File: src/rtl/apb_i2s_host.sv
// Host-side APB initiator for the I2S transceiver: cfg/TX streams become APB writes, RX FIFO polls become an RX stream.
// Latency: 2 cycles per APB transfer (SETUP+ACCESS) plus wait states; TX sample to bus >= 4 cycles (status poll + data write).
// Backpressure: one holding entry per direction; cfg_ready only in IDLE, tx_ready while the TX entry is empty. Optional: APB_TIMEOUT_EN.
module apb_i2s_host #(
  parameter int POLL_GAP = 4,
  parameter int TIMEOUT  = 16
) (
  input  logic        pclk,
  input  logic        preset,
  input  logic        cfg_valid,
  output logic        cfg_ready,
  input  logic [31:0] cfg_data,
  input  logic        tx_valid,
  output logic        tx_ready,
  input  logic [31:0] tx_data,
  output logic        rx_valid,
  input  logic        rx_ready,
  output logic [31:0] rx_data,
  output logic        psel,
  output logic        penable,
  output logic        pwrite,
  output logic [31:0] paddr,
  output logic [31:0] pwdata,
  input  logic [31:0] prdata,
  input  logic        pready,
  output logic [3:0]  status_flags,
  output logic        err
);

  // Gap counter: the first IDLE cycle after a fruitless poll already counts as
  // one gap cycle, so POLL_GAP=4 yields a poll every 6 cycles (2 bus + 4 idle).
  localparam int GW       = (POLL_GAP > 0) ? $clog2(POLL_GAP + 1) : 1;
  localparam int GAP_LOAD = (POLL_GAP > 0) ? (POLL_GAP - 1) : 0;

  localparam logic [31:0] ADDR_CTRL = 32'h0000_0000;
  localparam logic [31:0] ADDR_TX   = 32'h0000_0004;
  localparam logic [31:0] ADDR_RX   = 32'h0000_0008;

  typedef enum logic [1:0] {
    ST_IDLE   = 2'd0,
    ST_SETUP  = 2'd1,
    ST_ACCESS = 2'd2
  } state_t;

  typedef enum logic [1:0] {
    OP_CFG  = 2'd0,
    OP_POLL = 2'd1,
    OP_TXW  = 2'd2,
    OP_RXR  = 2'd3
  } op_t;

  state_t        r_state;
  state_t        w_state_nxt;
  op_t           r_op;
  op_t           w_op_nxt;
  logic          w_launch;
  logic          w_done;
  logic          w_abort;
  logic          r_run;
  logic [GW-1:0] r_gap;
  logic          r_tx_held;
  logic [31:0]   r_tx_data;
  logic          r_rx_held;
  logic [31:0]   r_rx_data;
  logic [31:0]   r_paddr;
  logic          r_pwrite;
  logic [31:0]   r_pwdata;
  logic [3:0]    r_status;
  logic          w_tx_acc;
  logic          w_rx_pop;

  assign w_done   = (r_state == ST_ACCESS) && pready;
  assign w_tx_acc = tx_valid && tx_ready;
  assign w_rx_pop = rx_valid && rx_ready;

`ifdef APB_TIMEOUT_EN
  localparam int TW = (TIMEOUT > 1) ? $clog2(TIMEOUT + 1) : 1;

  logic [TW-1:0] r_tcnt;
  logic          r_err;

  assign w_abort = (r_state == ST_ACCESS) && !pready && (r_tcnt == TW'(TIMEOUT - 1));
  assign err     = r_err;

  // Count consecutive stalled ACCESS cycles; cleared whenever the bus moves on.
  always_ff @(posedge pclk or negedge preset) begin
    if (!preset) begin
      r_tcnt <= '0;
    end else if ((r_state == ST_ACCESS) && !pready && !w_abort) begin
      r_tcnt <= r_tcnt + TW'(1);
    end else begin
      r_tcnt <= '0;
    end
  end

  // Sticky timeout flag, only cleared by reset.
  always_ff @(posedge pclk or negedge preset) begin
    if (!preset) begin
      r_err <= 1'b0;
    end else if (w_abort) begin
      r_err <= 1'b1;
    end
  end
`else
  // No abort path: ACCESS waits on pready forever. TIMEOUT has no effect here.
  assign w_abort = 1'b0 & (TIMEOUT > 0);
  assign err     = 1'b0;
`endif

  // Outputs are held low for the first cycle out of reset, then follow state.
  always_ff @(posedge pclk or negedge preset) begin
    if (!preset) begin
      r_run <= 1'b0;
    end else begin
      r_run <= 1'b1;
    end
  end

  // State and operation register.
  always_ff @(posedge pclk or negedge preset) begin
    if (!preset) begin
      r_state <= ST_IDLE;
      r_op    <= OP_CFG;
    end else begin
      r_state <= w_state_nxt;
      r_op    <= w_op_nxt;
    end
  end

  // Next-state: config first, then a status poll when there is work to find;
  // a poll chains straight into the data transfer it justified.
  always_comb begin
    w_state_nxt = r_state;
    w_op_nxt    = r_op;
    w_launch    = 1'b0;
    case (r_state)
      ST_IDLE: begin
        if (r_run) begin
          if (cfg_valid) begin
            w_state_nxt = ST_SETUP;
            w_op_nxt    = OP_CFG;
            w_launch    = 1'b1;
          end else if ((r_tx_held || !r_rx_held) && (r_gap == '0)) begin
            w_state_nxt = ST_SETUP;
            w_op_nxt    = OP_POLL;
            w_launch    = 1'b1;
          end
        end
      end
      ST_SETUP: begin
        w_state_nxt = ST_ACCESS;
      end
      ST_ACCESS: begin
        if (w_abort) begin
          w_state_nxt = ST_IDLE;
        end else if (pready) begin
          w_state_nxt = ST_IDLE;
          if (r_op == OP_POLL) begin
            if (r_tx_held && !prdata[31]) begin
              w_state_nxt = ST_SETUP;
              w_op_nxt    = OP_TXW;
              w_launch    = 1'b1;
            end else if (!r_rx_held && !prdata[28]) begin
              w_state_nxt = ST_SETUP;
              w_op_nxt    = OP_RXR;
              w_launch    = 1'b1;
            end
          end
        end
      end
      default: begin
        w_state_nxt = ST_IDLE;
      end
    endcase
  end

  // Address, direction and write data are fixed at launch and held to completion.
  always_ff @(posedge pclk or negedge preset) begin
    if (!preset) begin
      r_paddr  <= '0;
      r_pwrite <= 1'b0;
      r_pwdata <= '0;
    end else if (w_launch) begin
      case (w_op_nxt)
        OP_CFG: begin
          r_paddr  <= ADDR_CTRL;
          r_pwrite <= 1'b1;
          r_pwdata <= cfg_data;
        end
        OP_TXW: begin
          r_paddr  <= ADDR_TX;
          r_pwrite <= 1'b1;
          r_pwdata <= r_tx_data;
        end
        OP_RXR: begin
          r_paddr  <= ADDR_RX;
          r_pwrite <= 1'b0;
          r_pwdata <= '0;
        end
        default: begin
          r_paddr  <= ADDR_CTRL;
          r_pwrite <= 1'b0;
          r_pwdata <= '0;
        end
      endcase
    end
  end

  // Poll spacing: reload after a poll that found nothing (or an abort), zero after data moves.
  always_ff @(posedge pclk or negedge preset) begin
    if (!preset) begin
      r_gap <= '0;
    end else if (w_abort || (w_done && (r_op == OP_POLL) && (w_state_nxt == ST_IDLE))) begin
      r_gap <= GW'(GAP_LOAD);
    end else if (w_done && ((r_op == OP_TXW) || (r_op == OP_RXR))) begin
      r_gap <= '0;
    end else if ((r_state == ST_IDLE) && (r_gap != '0)) begin
      r_gap <= r_gap - GW'(1);
    end
  end

  // TX holding entry: filled by the stream, emptied by a finished or aborted data write.
  always_ff @(posedge pclk or negedge preset) begin
    if (!preset) begin
      r_tx_held <= 1'b0;
      r_tx_data <= '0;
    end else if (w_tx_acc) begin
      r_tx_held <= 1'b1;
      r_tx_data <= tx_data;
    end else if ((w_done || w_abort) && (r_op == OP_TXW)) begin
      r_tx_held <= 1'b0;
    end
  end

  // RX holding entry: filled by a completed RX read, emptied by the consumer handshake.
  always_ff @(posedge pclk or negedge preset) begin
    if (!preset) begin
      r_rx_held <= 1'b0;
      r_rx_data <= '0;
    end else if (w_done && (r_op == OP_RXR)) begin
      r_rx_held <= 1'b1;
      r_rx_data <= prdata;
    end else if (w_rx_pop) begin
      r_rx_held <= 1'b0;
    end
  end

  // Keep the status nibble from the most recent completed poll.
  always_ff @(posedge pclk or negedge preset) begin
    if (!preset) begin
      r_status <= '0;
    end else if (w_done && (r_op == OP_POLL)) begin
      r_status <= prdata[31:28];
    end
  end

  assign psel         = (r_state != ST_IDLE);
  assign penable      = (r_state == ST_ACCESS);
  assign pwrite       = r_pwrite;
  assign paddr        = r_paddr;
  assign pwdata       = r_pwdata;
  assign cfg_ready    = r_run && (r_state == ST_IDLE);
  assign tx_ready     = r_run && !r_tx_held;
  assign rx_valid     = r_rx_held;
  assign rx_data      = r_rx_data;
  assign status_flags = r_status;

endmodule

File: config.mk
export PLATFORM = sky130hd
export DESIGN_NAME = apb_i2s_host
export DESIGN_NICKNAME = d
export VERILOG_FILES = /design/src/rtl/apb_i2s_host.sv
export SDC_FILE = /design/constraint.sdc
export NUM_CORES = 1
export LEC_CHECK = 0
export CORE_ASPECT_RATIO = 2
export CORE_MARGIN = 3
export CORE_UTILIZATION = 48
export CTS_BUF_LIST = sky130_fd_sc_hd__clkbuf_4 sky130_fd_sc_hd__clkbuf_8
export DETAILED_ROUTE_END_ITERATION = 10
export PLACE_DENSITY = 0.9
export REMOVE_ABC_BUFFERS = 1
export SETUP_SLACK_MARGIN = 0.15
export SLEW_MARGIN = 30
export SYNTH_ARGS = -nofsm -noshare
export SYNTH_HDL_FRONTEND = slang
export SYNTH_SLANG_ARGS = --single-unit
File: constraint.sdc
create_clock -name pclk -period 5.4 [get_ports pclk]
set_input_delay 0.81 -clock pclk [delete_from_list [all_inputs] [get_ports pclk]]
set_output_delay 0.81 -clock pclk [all_outputs]
set_load 0.005 [all_outputs]
After elaboration in Yosys (flattened, before gate mapping)
Index checks and enable logic that the tools add are counted.
{ "totals": {"reg_bits": 143, "input_bits": 102, "output_inout_bits": 107, "wordCells": 84} }
{ "op_classes": {"add_sub_neg": 1, "n_eq_ne": 7, "n_mux": 34, "reduce_logical": 30} }
{ "ops": {"columns": ["operator", "count"], "rows": [
  ["$pmux W32 S2", 1],
  ["$mux W2", 11],
  ["$mux W1", 15],
  ["$logic_and A1 B1 Y1", 14],
  ["$eq A2 B2 Y1 const B", 5],
  ["$mux W3", 3],
  ["$pmux W4 S2", 1],
  ["$logic_not A2 Y1", 3],
  ["$pmux W2 S3", 1],
  ["$reduce_bool A2 Y1", 3],
  ["$reduce_bool A3 Y1", 2],
  ["$eq A2 B1 Y1 const B", 2],
  ["$logic_not A1 Y1", 4],
  ["$pmux W2 S2", 1],
  ["$logic_not A3 Y1", 1],
  ["$sub A3 B1 Y3 const B", 1],
  ["$logic_or A1 B1 Y1", 2],
  ["$pmux W1 S2", 1],
  ["$reduce_or A2 Y1", 1]
]} }

Longest topological paths before layout
Gate-level depths: netlist (run 1).
{ "depth": {"depth_word": 10, "depth_mapped": 10} }

Least setup slack after synthesis (run 1)
Ideal clock, no wire load.
{ "synth_path": {"path_kind": "input to register", "from": "in prdata[28]", "to": "reg r_pwdata[4] (netlist: pwdata[4])", "setup_ns": 0.094, "arrival_ns": 2.060, "slack_ns": 3.246, "stages": 7, "n_path_buf": 1, "cell_sequence": "or2_2 -> a211oi_1 -> o21ai_2 -> clkinv_1 -> buf_2 -> a21oi_1 -> a211oi_1"} }
{ "synth_between": {"elab_chain_len": 9, "word_cells_on_any_way": 15, "cone_classes": "eq/ne (1); mux (11); reduce/logical (3)"} }
{ "synth_lines": {"columns": ["item", "line", "rtl"], "rows": [
  ["from (decl)", "24", "input logic [31:0] prdata,"],
  ["$logic_not A1 Y1 (*)", "163", "end else if (!r_rx_held && !prdata[28]) begin"],
  ["$logic_and A1 B1 Y1 (*)", "163", null],
  ["$mux W2", "163", null],
  ["$mux W2", "159", "if (r_tx_held && !prdata[31]) begin"],
  ["$mux W2", "158", "if (r_op == OP_POLL) begin"],
  ["$mux W2", "156", "end else if (pready) begin"],
  ["$pmux W2 S2", "136", "case (r_state)"],
  ["$eq A2 B2 Y1 / $logic_not A2 Y1 (equally long branches)", "184", "case (w_op_nxt)"],
  ["$pmux W32 S2", "184", null],
  ["to (signal assigned)", "188", "r_pwdata <= cfg_data;"],
  ["to (signal assigned)", "193", "r_pwdata <= r_tx_data;"],
  ["to (decl)", "67", "logic [31:0] r_pwdata;"]
]} }
Every way passes the cells marked *; elsewhere a longest branch is shown, timed or not.
A chain may end at the register's enable or synchronous reset.

Worst setup path after layout (run 1)
{ "layout_path": {"from": "in prdata[28]", "to": "reg r_pwdata[31] (netlist: pwdata[31])"} }
The elaborated chain is that of the path after synthesis.

==> implementation parameters, run 1 <==
Parameter                              Value

STA
  Fmax ... 327.1 MHz
  Setup repair after global routing missed its margin ... no
  Min Tclk post-route ... 3057 ps
  Setup WS post-layout ... 2343 ps
  Hold Fails Final Rpt ... 0
  Number of setup violations in the final report ... 0
  Final worst-path cycle share ... 56.61%
  Pins Over Slew Limit ... 0
  Worst Clk Skew ... 11.58 ps
  Sum Neg Setup Slack ... 0 ps
  Worst slew pin tran ... 940.2 ps
  Slew headroom ... 37.08%

Synth
  Per-instance average area after synthesis ... 12.12 µm²
  Library cell with the largest summed area after synthesis ... dfrtp_1
  Most used standard cell by instance count after synthesis ... dfrtp_1
  Post-synthesis cell type count ... 36
  Top post-synthesis cells by area ... dfrtp_1 (56%), mux2_2 (15%), a211oi_2 (6.4%)
  Yosys warning count ... 0
  Synth Instances ... 419
  Count of flip-flops with a built-in enable after synthesis ... 0
  Post-synth design cell area ... 5079 µm²
  Top-area cell type share of the netlist area ... 55.68%
  Fraction of registers with async set or reset after synthesis ... 100.0%
  Flip-flop cell with the highest count after synthesis ... dfrtp_1
  Register area share after synthesis ... 55.68%
  Commonest cells in the synthesized netlist ... dfrtp_1 (113), mux2_2 (68), nor2_1 (40)
  Total of flip-flops plus latches after synthesis ... 113

Global routing
  Initial antenna violation count ... 1
  Global-route wire length before repair ... 21160 µm
  Maximum number of pins on one net before global-route repair ... 68
  Via count of the first global-routing pass ... 4137
  GRT Overall Usage ... 23.84%
  Residual overflow from global routing ... 0

Clock tree
  Hold Buf Count CTS ... 0
  CTS buffer count ... 17
  Clock transition at the registers of the reported paths ... 60 ps
  Cells resized by post-CTS repair ... 0
  Number of sinks on the clock net ... 113
  Maximum clock insertion buffer count ... 2
  H-tree depth reported by CTS ... 4
  Setup fix buffers added after clock tree synthesis ... 0
  Insertion delay to the later sink of the worst-skew pair ... 420 ps
  Clk root buf ... clkbuf_8
  Clock tree from TritonCTS ... done

Critical path
  Buffering stage count on the worst path with inverters included ... 2
  Critical Path AT ... 3380 ps
  Register-to-register setup slack ... 2750 ps
  Crit-path slowest cell ... inv_2
  Startpoint type of the worst setup path ... primary input
  Required time worst endpoint ... 5720 ps
  Cell count along the critical path ... 7
  Reg-to-reg critical path endpoint ... pwdata[17]
  Critical register-to-register path startpoint ... r_state[1]
  Critical path class ... in2reg
  Cell family with the largest share of critical-path delay ... compound AO/OA/AOI/OAI gates
  Critical Path Sink Type ... flip-flop
  Critical Path, Cell by Cell ... clkdlybuf4s50_1 > or2_2 > a211oi_1 > o21ai_4 > inv_2 > a21oi_1 > a211oi_2
  Max incr delay on CP ... 590 ps
  Top fanout value on the critical path ... 34
  Worst-case reg-to-reg path depth ... 6
  Critical path startpoint ... prdata[28]
  Worst setup path endpoint ... pwdata[31]

Die
  Starting Density ... 49.72%
  Boundary Pins ... 209
  Width of the die ... 78.74 µm
  FP Rows ... 52
  DIE AREA ... 11930 µm²
  Area of the core ... 10210 µm²
  Die outline height ... 151.5 µm

Placement
  Number of placed instances with taps included ... 710
  Gpl congestion ... 0.8451
  Sum of net half-perimeters after detailed placement ... 10160 µm
  Buffers added on ports ... 177
  Post-place setup slack ... 1221 ps

Cells and area
  Share of final-layout standard cells stronger than drive strength 1 ... 22.94%
  Non-filler instance count after layout ... 743
  Number of filler cells placed in the layout ... 720
  Synth-to-Final Area Change ... 41.98%
  Post-layout nets ... 698

Detailed routing
  Wire per inst ... 18.69 µm
  ANT nets after route ... 0
  Total routed wirelength ... 13880 µm
  Number of search-and-repair iterations in the first detailed-routing pass ... 5
  Vias per std cell ... 5.279
  Detailed Route Iter0 Violations ... 203
  Total number of vias ... 3922
  DRC violations left ... 0

Power
  Power per cell area ... 464.1 nW/µm²
  Leak pwr ... 3.260 nW
  VDD IR-drop max ... 299.9 µV

Flow run
  Number of max-cap violations ... 0

Run status
  Result of the run ... completed

Hold path
  Classification of the worst-slack hold path ... in2async
metrics by stage:
step           hold slack (ps)  instance area, µm²  power [mW]  utilization [%]
2_1_floorplan            472.6                4815       1.927                -
3_3_place_gp             486.2                6792       2.490            66.49
5_1_grt                  521.6                7211       3.534            70.59
4_1_cts                  504.8                7199       3.369            70.48
3_5_place_dp             491.1                6792       2.558            66.49
6_report                 487.7                7211       3.346            70.59
layer usage:
layer / track usage, % / share of wire (%) / vias up
met5: 0 / 0 / -
met4: 15.06 / 5.1 / 0
met3: 4.970 / 5.5 / 41
met2: 45.27 / 57 / 207
met1: 22.59 / 33 / 1936
li1: - / - / 1738
power by group:
| group | switching [mW] | internal (mW) | total, mW | leakage, nW |
|---|---|---|---|---|
| logic | 0.509 | 0.693 | 1.20 | 1.64 |
| clock network | 0.310 | 0.488 | 0.798 | 0.217 |
| registers | 0.192 | 1.15 | 1.35 | 1.40 |
layout by cell type, fill, tap and decap left out, drive strengths merged:
master / instances
a2111oi: 1
a211oi: 33
a21o: 1
a21oi: 33
a22o: 1
a31oi: 2
and2: 1
and3: 2
and4bb: 1
buf: 5
bufinv: 2
clkbuf: 26
clkdlybuf4s50: 176
clkinv: 4
conb: 32
dfrtp: 113
diode: 2
ha: 2
inv: 7
mux2: 68
nand2: 37
nand2b: 4
nor2: 40
nor2b: 1
nor3b: 1
o21a: 3
o21ai: 4
o22ai: 1
o31ai: 1
or2: 2
or3: 1
xnor2: 1
worst min path at each step:
stage / from / to / slack (ps) / cells after the start
final: preset / r_tx_data[20] / 490 / 1
after global routing: r_tx_data[31] / r_tx_data[31] / 520 / 1
after CTS: rx_data[10] / rx_data[10] / 500 / 1
after detailed placement: rx_data[10] / rx_data[10] / 490 / 1
after global placement: rx_data[16] / rx_data[16] / 490 / 1
after floorplan: paddr[2] / paddr[2] / 470 / 2
cell families (layout without fill, tap and decap cells):
| group | Yosys count | after routing | share of synthesized area (%) |
|---|---|---|---|
| DFF | 113 | 113 | 55.68 |
| muxes | 68 | 68 | 15.08 |
| AOI/OAI and AO/OA | 80 | 80 | 12.74 |
| xor gates and xnor gates | 1 | 1 | 0.1725 |
| buffers and inverters | 63 | 220 | 8.105 |
| adders and majority gates | 2 | 2 | 0.4927 |
| and+or+nand+nor | 90 | 90 | 7.588 |
| other | 2 | 34 | 0.1479 |
cell type report:
class                           instances  area, µm²  area share [%]
Antenna cell                            2      5.005         0.06941
Clock buffer                           26      332.8           4.616
Clock inverter                          5      75.07           1.041
Inverter                                8      35.03          0.4859
Multi-Input combinational cell        273       1967           27.28
Sequential cell                       113       2828           39.22
Tap cell                              135      168.9           2.343
Timing Repair Buffer                  181       1799           24.95
registers in the layout (all words and copies together), names as in the netlist:
signal,count
rx_valid,1
paddr,2
r_state,2
r_gap,3
r_op,2
pwdata,32
status_flags,4
pwrite,1
rx_data,32
r_tx_data,32
r_tx_held,1
r_run,1
Note: power is estimated with default switching activity, not from simulation.
==> run 2: changes to the inputs <==
--- a/config.mk
+++ b/config.mk
@@ -7,10 +7,10 @@
 export LEC_CHECK = 0
 export CORE_ASPECT_RATIO = 2
 export CORE_MARGIN = 3
-export CORE_UTILIZATION = 48
+export CORE_UTILIZATION = 45
 export CTS_BUF_LIST = sky130_fd_sc_hd__clkbuf_4 sky130_fd_sc_hd__clkbuf_8
 export DETAILED_ROUTE_END_ITERATION = 10
-export PLACE_DENSITY = 0.9
+export PLACE_DENSITY = 0.85
 export REMOVE_ABC_BUFFERS = 1
 export SETUP_SLACK_MARGIN = 0.15
 export SLEW_MARGIN = 30
==> constraint.sdc (replaced) <==
create_clock -name pclk -period 3.2 [get_ports pclk]
set_input_delay 0.48 -clock pclk [delete_from_list [all_inputs] [get_ports pclk]]
set_output_delay 0.48 -clock pclk [all_outputs]
set_load 0.005 [all_outputs]
==> implementation parameters, run 2 (same netlist as run 1, synthesis figures left out) <==
Parameter                              Value

Global routing
  Residual overflow from global routing ... 0 (unchanged)
  Maximum number of pins on one net before global-route repair ... 72 (+5.9%)
  Initial antenna violation count ... 0 (-1)
  Global Route met3 Usage ... 6.164% (+1.2 points)
  GRT Overall Usage ... 21.29% (-2.6 points)
  Most Crowded Layer GR ... met2
  Met2 Track Usage GR ... 39.90% (-5.4 points)
  Via count of the first global-routing pass ... 4094 (-1.0%)
  Global-route wire length before repair ... 20060 µm (-5.2%)
  Met1 usage ... 20.24% (-2.3 points)

Cells and area
  Commonest non-fill, non-tap cells in the layout ... clkdlybuf4s50_1 (176), dfrtp_1 (113), mux2_2 (68)
  Antenna Cells ... 0 (-2)
  Share of final-layout standard cells stronger than drive strength 1 ... 23.15% (+0.22 points)
  Post-layout nets ... 701 (+0.43%)
  Synth-to-Final Area Change ... 42.89%
  Most common cell after layout, fill and taps aside ... clkdlybuf4s50_1

Die
  Width of the die ... 81.12 µm (+3.0%)
  Die outline height ... 156.2 µm (+3.2%)
  Boundary Pins ... 209 (unchanged)
  FP Rows ... 54 (+3.8%)
  Starting Density ... 46.40% (-3.3 points)
  Area of the core ... 10950 µm² (+7.2%)
  DIE AREA ... 12670 µm² (+6.3%)

Placement
  Gpl congestion ... 0.7856 (-7.0%)
  Buffers added on ports ... 177 (unchanged)
  Sum of net half-perimeters after detailed placement ... 9560 µm (-5.9%)

Critical path
  Reg-to-reg critical path endpoint ... r_gap[2]
  Top fanout value on the critical path ... 5 (-85%)
  Register-to-register setup slack ... 900 ps (-1850 ps)
  Max incr delay on CP ... 590 ps (about the same)
  Critical Path, Cell by Cell ... nor3b_1 > clkdlybuf4s50_1
  Worst-case reg-to-reg path depth ... 8 (+2)
  Buffering stage count on the worst path with inverters included ... 1 (-1)
  Critical Path Sink Type ... primary output
  Startpoint type of the worst setup path ... flip-flop
  Critical path class ... reg2out
  Required time worst endpoint ... 2720 ps (-3000 ps)
  Cell family with the largest share of critical-path delay ... buffers and inverters
  Critical Path AT ... 1830 ps (-1550 ps)
  Crit-path slowest cell ... clkdlybuf4s50_1
  Critical register-to-register path startpoint ... r_gap[0]

STA
  Worst Clk Skew ... 8.875 ps (-2.709 ps)
  Fmax ... 432.2 MHz
  Final worst-path cycle share ... 72.31%
  Number of setup violations in the final report ... 0 (unchanged)
  Hold Fails Final Rpt ... 0 (unchanged)
  Setup repair after global routing missed its margin ... no
  Worst slew pin tran ... 670.2 ps (-270.0 ps)
  Pins Over Slew Limit ... 0 (unchanged)
  Sum Neg Setup Slack ... 0 ps (unchanged)
  Slew headroom ... 55.32% (+18 points)
  Min Tclk post-route ... 2314 ps

Detailed routing
  Number of search-and-repair iterations in the first detailed-routing pass ... 4 (-1)
  Wire per inst ... 17.43 µm (-6.7%)
  Total routed wirelength ... 13060 µm (-6.0%)
  Detailed Route Iter0 Violations ... 144 (-29%)
  Vias per std cell ... 5.152 (-2.4%)
  Total number of vias ... 3859 (-1.6%)
  DRC violations left ... 0 (unchanged)
  ANT nets after route ... 0 (unchanged)

Clock tree
  H-tree depth reported by CTS ... 4 (unchanged)
  Clk root buf ... clkbuf_8
  Setup fix buffers added after clock tree synthesis ... 0 (unchanged)
  Cells resized by post-CTS repair ... 0 (unchanged)
  Insertion delay to the later sink of the worst-skew pair ... 410 ps (about the same)
  CTS buffer count ... 17 (unchanged)
  Clock transition at the registers of the reported paths ... 70 ps (about the same)
  Number of sinks on the clock net ... 113 (unchanged)
  Hold Buf Count CTS ... 0 (unchanged)
  Maximum clock insertion buffer count ... 2 (unchanged)
  Clock tree from TritonCTS ... done

Power
  Power consumption ... 5.592 mW (+67%)
  Power per cell area ... 770.5 nW/µm² (+66%)
  VDD IR-drop max ... 492.0 µV (+64%)
  Leak pwr ... 3.267 nW (+0.20%)

Flow run
  Number of max-cap violations ... 0 (unchanged)

Hold path
  Classification of the worst-slack hold path ... in2async

Run status
  Result of the run ... completed
==> run 2: how the worst max path moves through the flow <==
stage	startpoint	endpoint	slack, ps	depth (start not counted)
after floorplan	prdata[31]	pwdata[10]	400	6
after global placement	cfg_valid	r_gap[2]	590	7
after detailed placement	pready	r_gap[2]	530	7
after CTS	r_state[1]	cfg_ready	830	2
after global routing	r_gap[0]	r_gap[2]	760	8
final	r_state[1]	cfg_ready	890	2
==> run 2: worst reg2reg max path: cells and delay by family, from the launching register on <==
| family | cells | cell delay (ps) |
|---|---|---|
| AOI/OAI and AO/OA | 3 | 740 |
| adders and majority gates | 2 | 410 |
| buffers and inverters | 2 | 380 |
| DFF | 1 | 360 |
| and+or+nand+nor | 1 | 260 |
==> run 2: cell type report <==
cell class              instances  area (µm²)
well taps                     140       175.2
inverters                       8       35.03
multi-input cells             273        1961
clock inverters                11       113.9
fillers                       856        3689
repair buffers                184        1876
clock buffers                  20       269.0
flip-flops and latches        113        2828
==> run 2: metrics by stage <==
step                setup WS [ps]  cell area, µm²  hold slack, ps  cells  utilization (%)
floorplan                   402.8            4815           184.4    394                -
global placement            588.5            6870           486.3    718            62.77
detailed placement          525.6            6870           492.6    718            62.77
CTS                         828.1            7253           203.3    749            66.27
global route                764.7            7257           85.24    749            66.30
finish                      886.2            7257           69.30    749            66.30
==> run 2: power breakdown <==
group          internal [mW]  total, mW  switching [mW]
Sequential              1.95       2.25           0.303
Combinational           1.20       2.06           0.856
Clock                  0.729       1.29           0.559
Total                   3.87       5.59            1.72
==> run 2: metal layers <==
layer,wire [µm],vias to the layer above
met1,4186,1903
met4,479,0
met2,7517,187
li1,-,1736
met5,0,-
met3,872,33
==> run 3: changes to the inputs <==
==> constraint.sdc (replaced) <==
create_clock -name pclk -period 2.28 [get_ports pclk]
set_input_delay 0.342 -clock pclk [delete_from_list [all_inputs] [get_ports pclk]]
set_output_delay 0.342 -clock pclk [all_outputs]
set_load 0.005 [all_outputs]
==> implementation parameters, run 3 (same netlist as run 1, synthesis figures left out) <==
Parameter                              Value

Detailed routing
  Total routed wirelength ... 14270 µm (+9.3%)
  Wire per inst ... 18.58 µm (+6.6%)
  Total number of vias ... 3986 (+3.3%)
  DRC violations left ... 0 (unchanged)
  Vias per std cell ... 5.190 (+0.74%)
  ANT nets after route ... 0 (unchanged)
  Number of search-and-repair iterations in the first detailed-routing pass ... 4 (unchanged)
  Detailed Route Iter0 Violations ... 154 (+6.9%)

Placement
  Gpl congestion ... 0.8302 (+5.7%)
  Buffers added on ports ... 177 (unchanged)
  Cell area after placement ... 6993 µm² (+1.8%)
  Sum of net half-perimeters after detailed placement ... 10260 µm (+7.4%)

Cells and area
  Share of final-layout standard cells stronger than drive strength 1 ... 26.11% (+3.0 points)
  Antenna Cells ... 0 (unchanged)
  Most common cell after layout, fill and taps aside ... clkdlybuf4s50_1
  Post-layout nets ... 719 (+2.6%)
  Number of filler cells placed in the layout ... 816 (-4.7%)
  Commonest non-fill, non-tap cells in the layout ... clkdlybuf4s50_1 (176), dfrtp_1 (112), mux2_2 (68)
  Synth-to-Final Area Change ... 48.76%
  Layout Cell Area excl Fill ... 7555 µm² (+4.1%)

Clock tree
  Maximum clock insertion buffer count ... 2 (unchanged)
  CTS buffer count ... 17 (unchanged)
  Number of sinks on the clock net ... 113 (unchanged)
  Clock tree from TritonCTS ... done
  H-tree depth reported by CTS ... 4 (unchanged)
  Clock transition at the registers of the reported paths ... 80 ps (about the same)
  Insertion delay to the later sink of the worst-skew pair ... 420 ps (about the same)
  Clk root buf ... clkbuf_8

Critical path
  Critical Path AT ... 1760 ps (-70 ps)
  Startpoint type of the worst setup path ... flip-flop
  Critical path class ... reg2out
  Top fanout value on the critical path ... 5 (unchanged)
  Required time worst endpoint ... 1940 ps (-780 ps)
  Register-to-register setup slack ... 260 ps (-640 ps)
  Critical Path Sink Type ... primary output

Power
  Leak pwr ... 3.422 nW (+4.7%)
  Power consumption ... 8.544 mW (+53%)
  VDD IR-drop max ... 652.6 µV (+33%)
  Power per cell area ... 1131 nW/µm² (+47%)

Die
  Starting Density ... 46.40% (unchanged)
  DIE AREA ... 12670 µm² (unchanged)
  Die outline height ... 156.2 µm (unchanged)
  FP Rows ... 54 (unchanged)
  Width of the die ... 81.12 µm (unchanged)
  Area of the core ... 10950 µm² (unchanged)
  Boundary Pins ... 209 (unchanged)

STA
  Fmax ... 476.2 MHz
  Sum Neg Setup Slack ... 0 ps (unchanged)
  Final worst-path cycle share ... 92.11%
  Worst Clk Skew ... 16.05 ps (+7.177 ps)
  Final worst hold slack ... 338.6 ps (+269.3 ps)
  Hold Fails Final Rpt ... 0 (unchanged)
  Pins Over Slew Limit ... 0 (unchanged)
  Number of setup violations in the final report ... 0 (unchanged)
  Min Tclk post-route ... 2100 ps
  Setup repair after global routing missed its margin ... no

Global routing
  Met1 usage ... 20.55% (+0.30 points)
  Via count of the first global-routing pass ... 4436 (+8.4%)
  Most Crowded Layer GR ... met2
  Maximum number of pins on one net before global-route repair ... 56 (-22%)
  GRT Overall Usage ... 22.94% (+1.7 points)
  Residual overflow from global routing ... 0 (unchanged)
  Global-route wire length before repair ... 21490 µm (+7.2%)
  Global Route met3 Usage ... 5.415% (-0.75 points)
  Initial antenna violation count ... 0 (unchanged)
  Met2 Track Usage GR ... 43.47% (+3.6 points)

Flow run
  Number of max-cap violations ... 0 (unchanged)

Run status
  Result of the run ... completed

Hold path
  Classification of the worst-slack hold path ... in2async
run 3: cell types whose count changed in the layout (fill, tap and decap cells not counted), moves of 2 or more:
| cell | before | now |
|---|---|---|
| bufinv_16 | 2 | 6 |
| buf_4 | 3 | 17 |
| buf_12 | 4 | 7 |
| clkbuf_4 | 1 | 3 |
| clkinv_2 | 6 | 2 |
run 3: final cells by class:
class	count	area (µm²)	area share (%)
Tap cell	140	175.2	2.319
Sequential cell	113	2829	37.45
Clock buffer	22	284.0	3.760
Inverter	8	35.03	0.4637
Multi-Input combinational cell	273	1978	26.18
Clock inverter	10	205.2	2.716
Timing Repair inverter	1	8.758	0.1159
Timing Repair Buffer	201	2039	27.00
run 3: metal layers:
layer | vias to the layer above | share of wire [%]
met1 | 1963 | 32
li1 | 1776 | -
met3 | 50 | 5.6
met5 | - | 0
met4 | 0 | 5.4
met2 | 197 | 57
run 3: path summary, 6_finish.rpt:
path / end / start / cells past startpoint
worst max-delay path: cfg_ready / r_state[1] / 3
max in group asynchronous: rx_data[0] / preset / 3
min in group pclk: rx_valid / rx_ready / 2
worst max register to register: pwdata[2] / rx_valid / 8
worst min-delay path: rx_valid / preset / 2
worst min register to register: rx_data[2] / rx_data[2] / 1
run 3: worst max-delay path, cell delays in order (launching register included):
cell	delay [ps]
dfrtp_2	440
nor3b_2	240
buf_4	160
clkdlybuf4s50_1	500
run 3: repair_timing:
action	4_1_cts	5_1_grt
hold endpoints to repair	19	0
endpoints found under the setup margin	32	35
hold buffers	1	0
pin swaps	0	1
buffers inserted	0	3
gates cloned	1	0
gates resized for setup	3	3
run 3: power breakdown:
group | leakage (nW) | switching, mW | internal, mW
logic | 1.78 | 1.29 | 1.78
clock network | 0.243 | 0.789 | 1.50
registers | 1.40 | 0.446 | 2.73
run 3: stage by stage:
stage | setup WS (ps) | util (%) | cells
floorplan | -416.0 | - | 394
global placement | -63.03 | 63.89 | 731
detailed placement | -174.3 | 63.89 | 731
CTS | 153.3 | 68.59 | 765
global route | 86.16 | 69.02 | 768
finish | 180.0 | 69.02 | 768
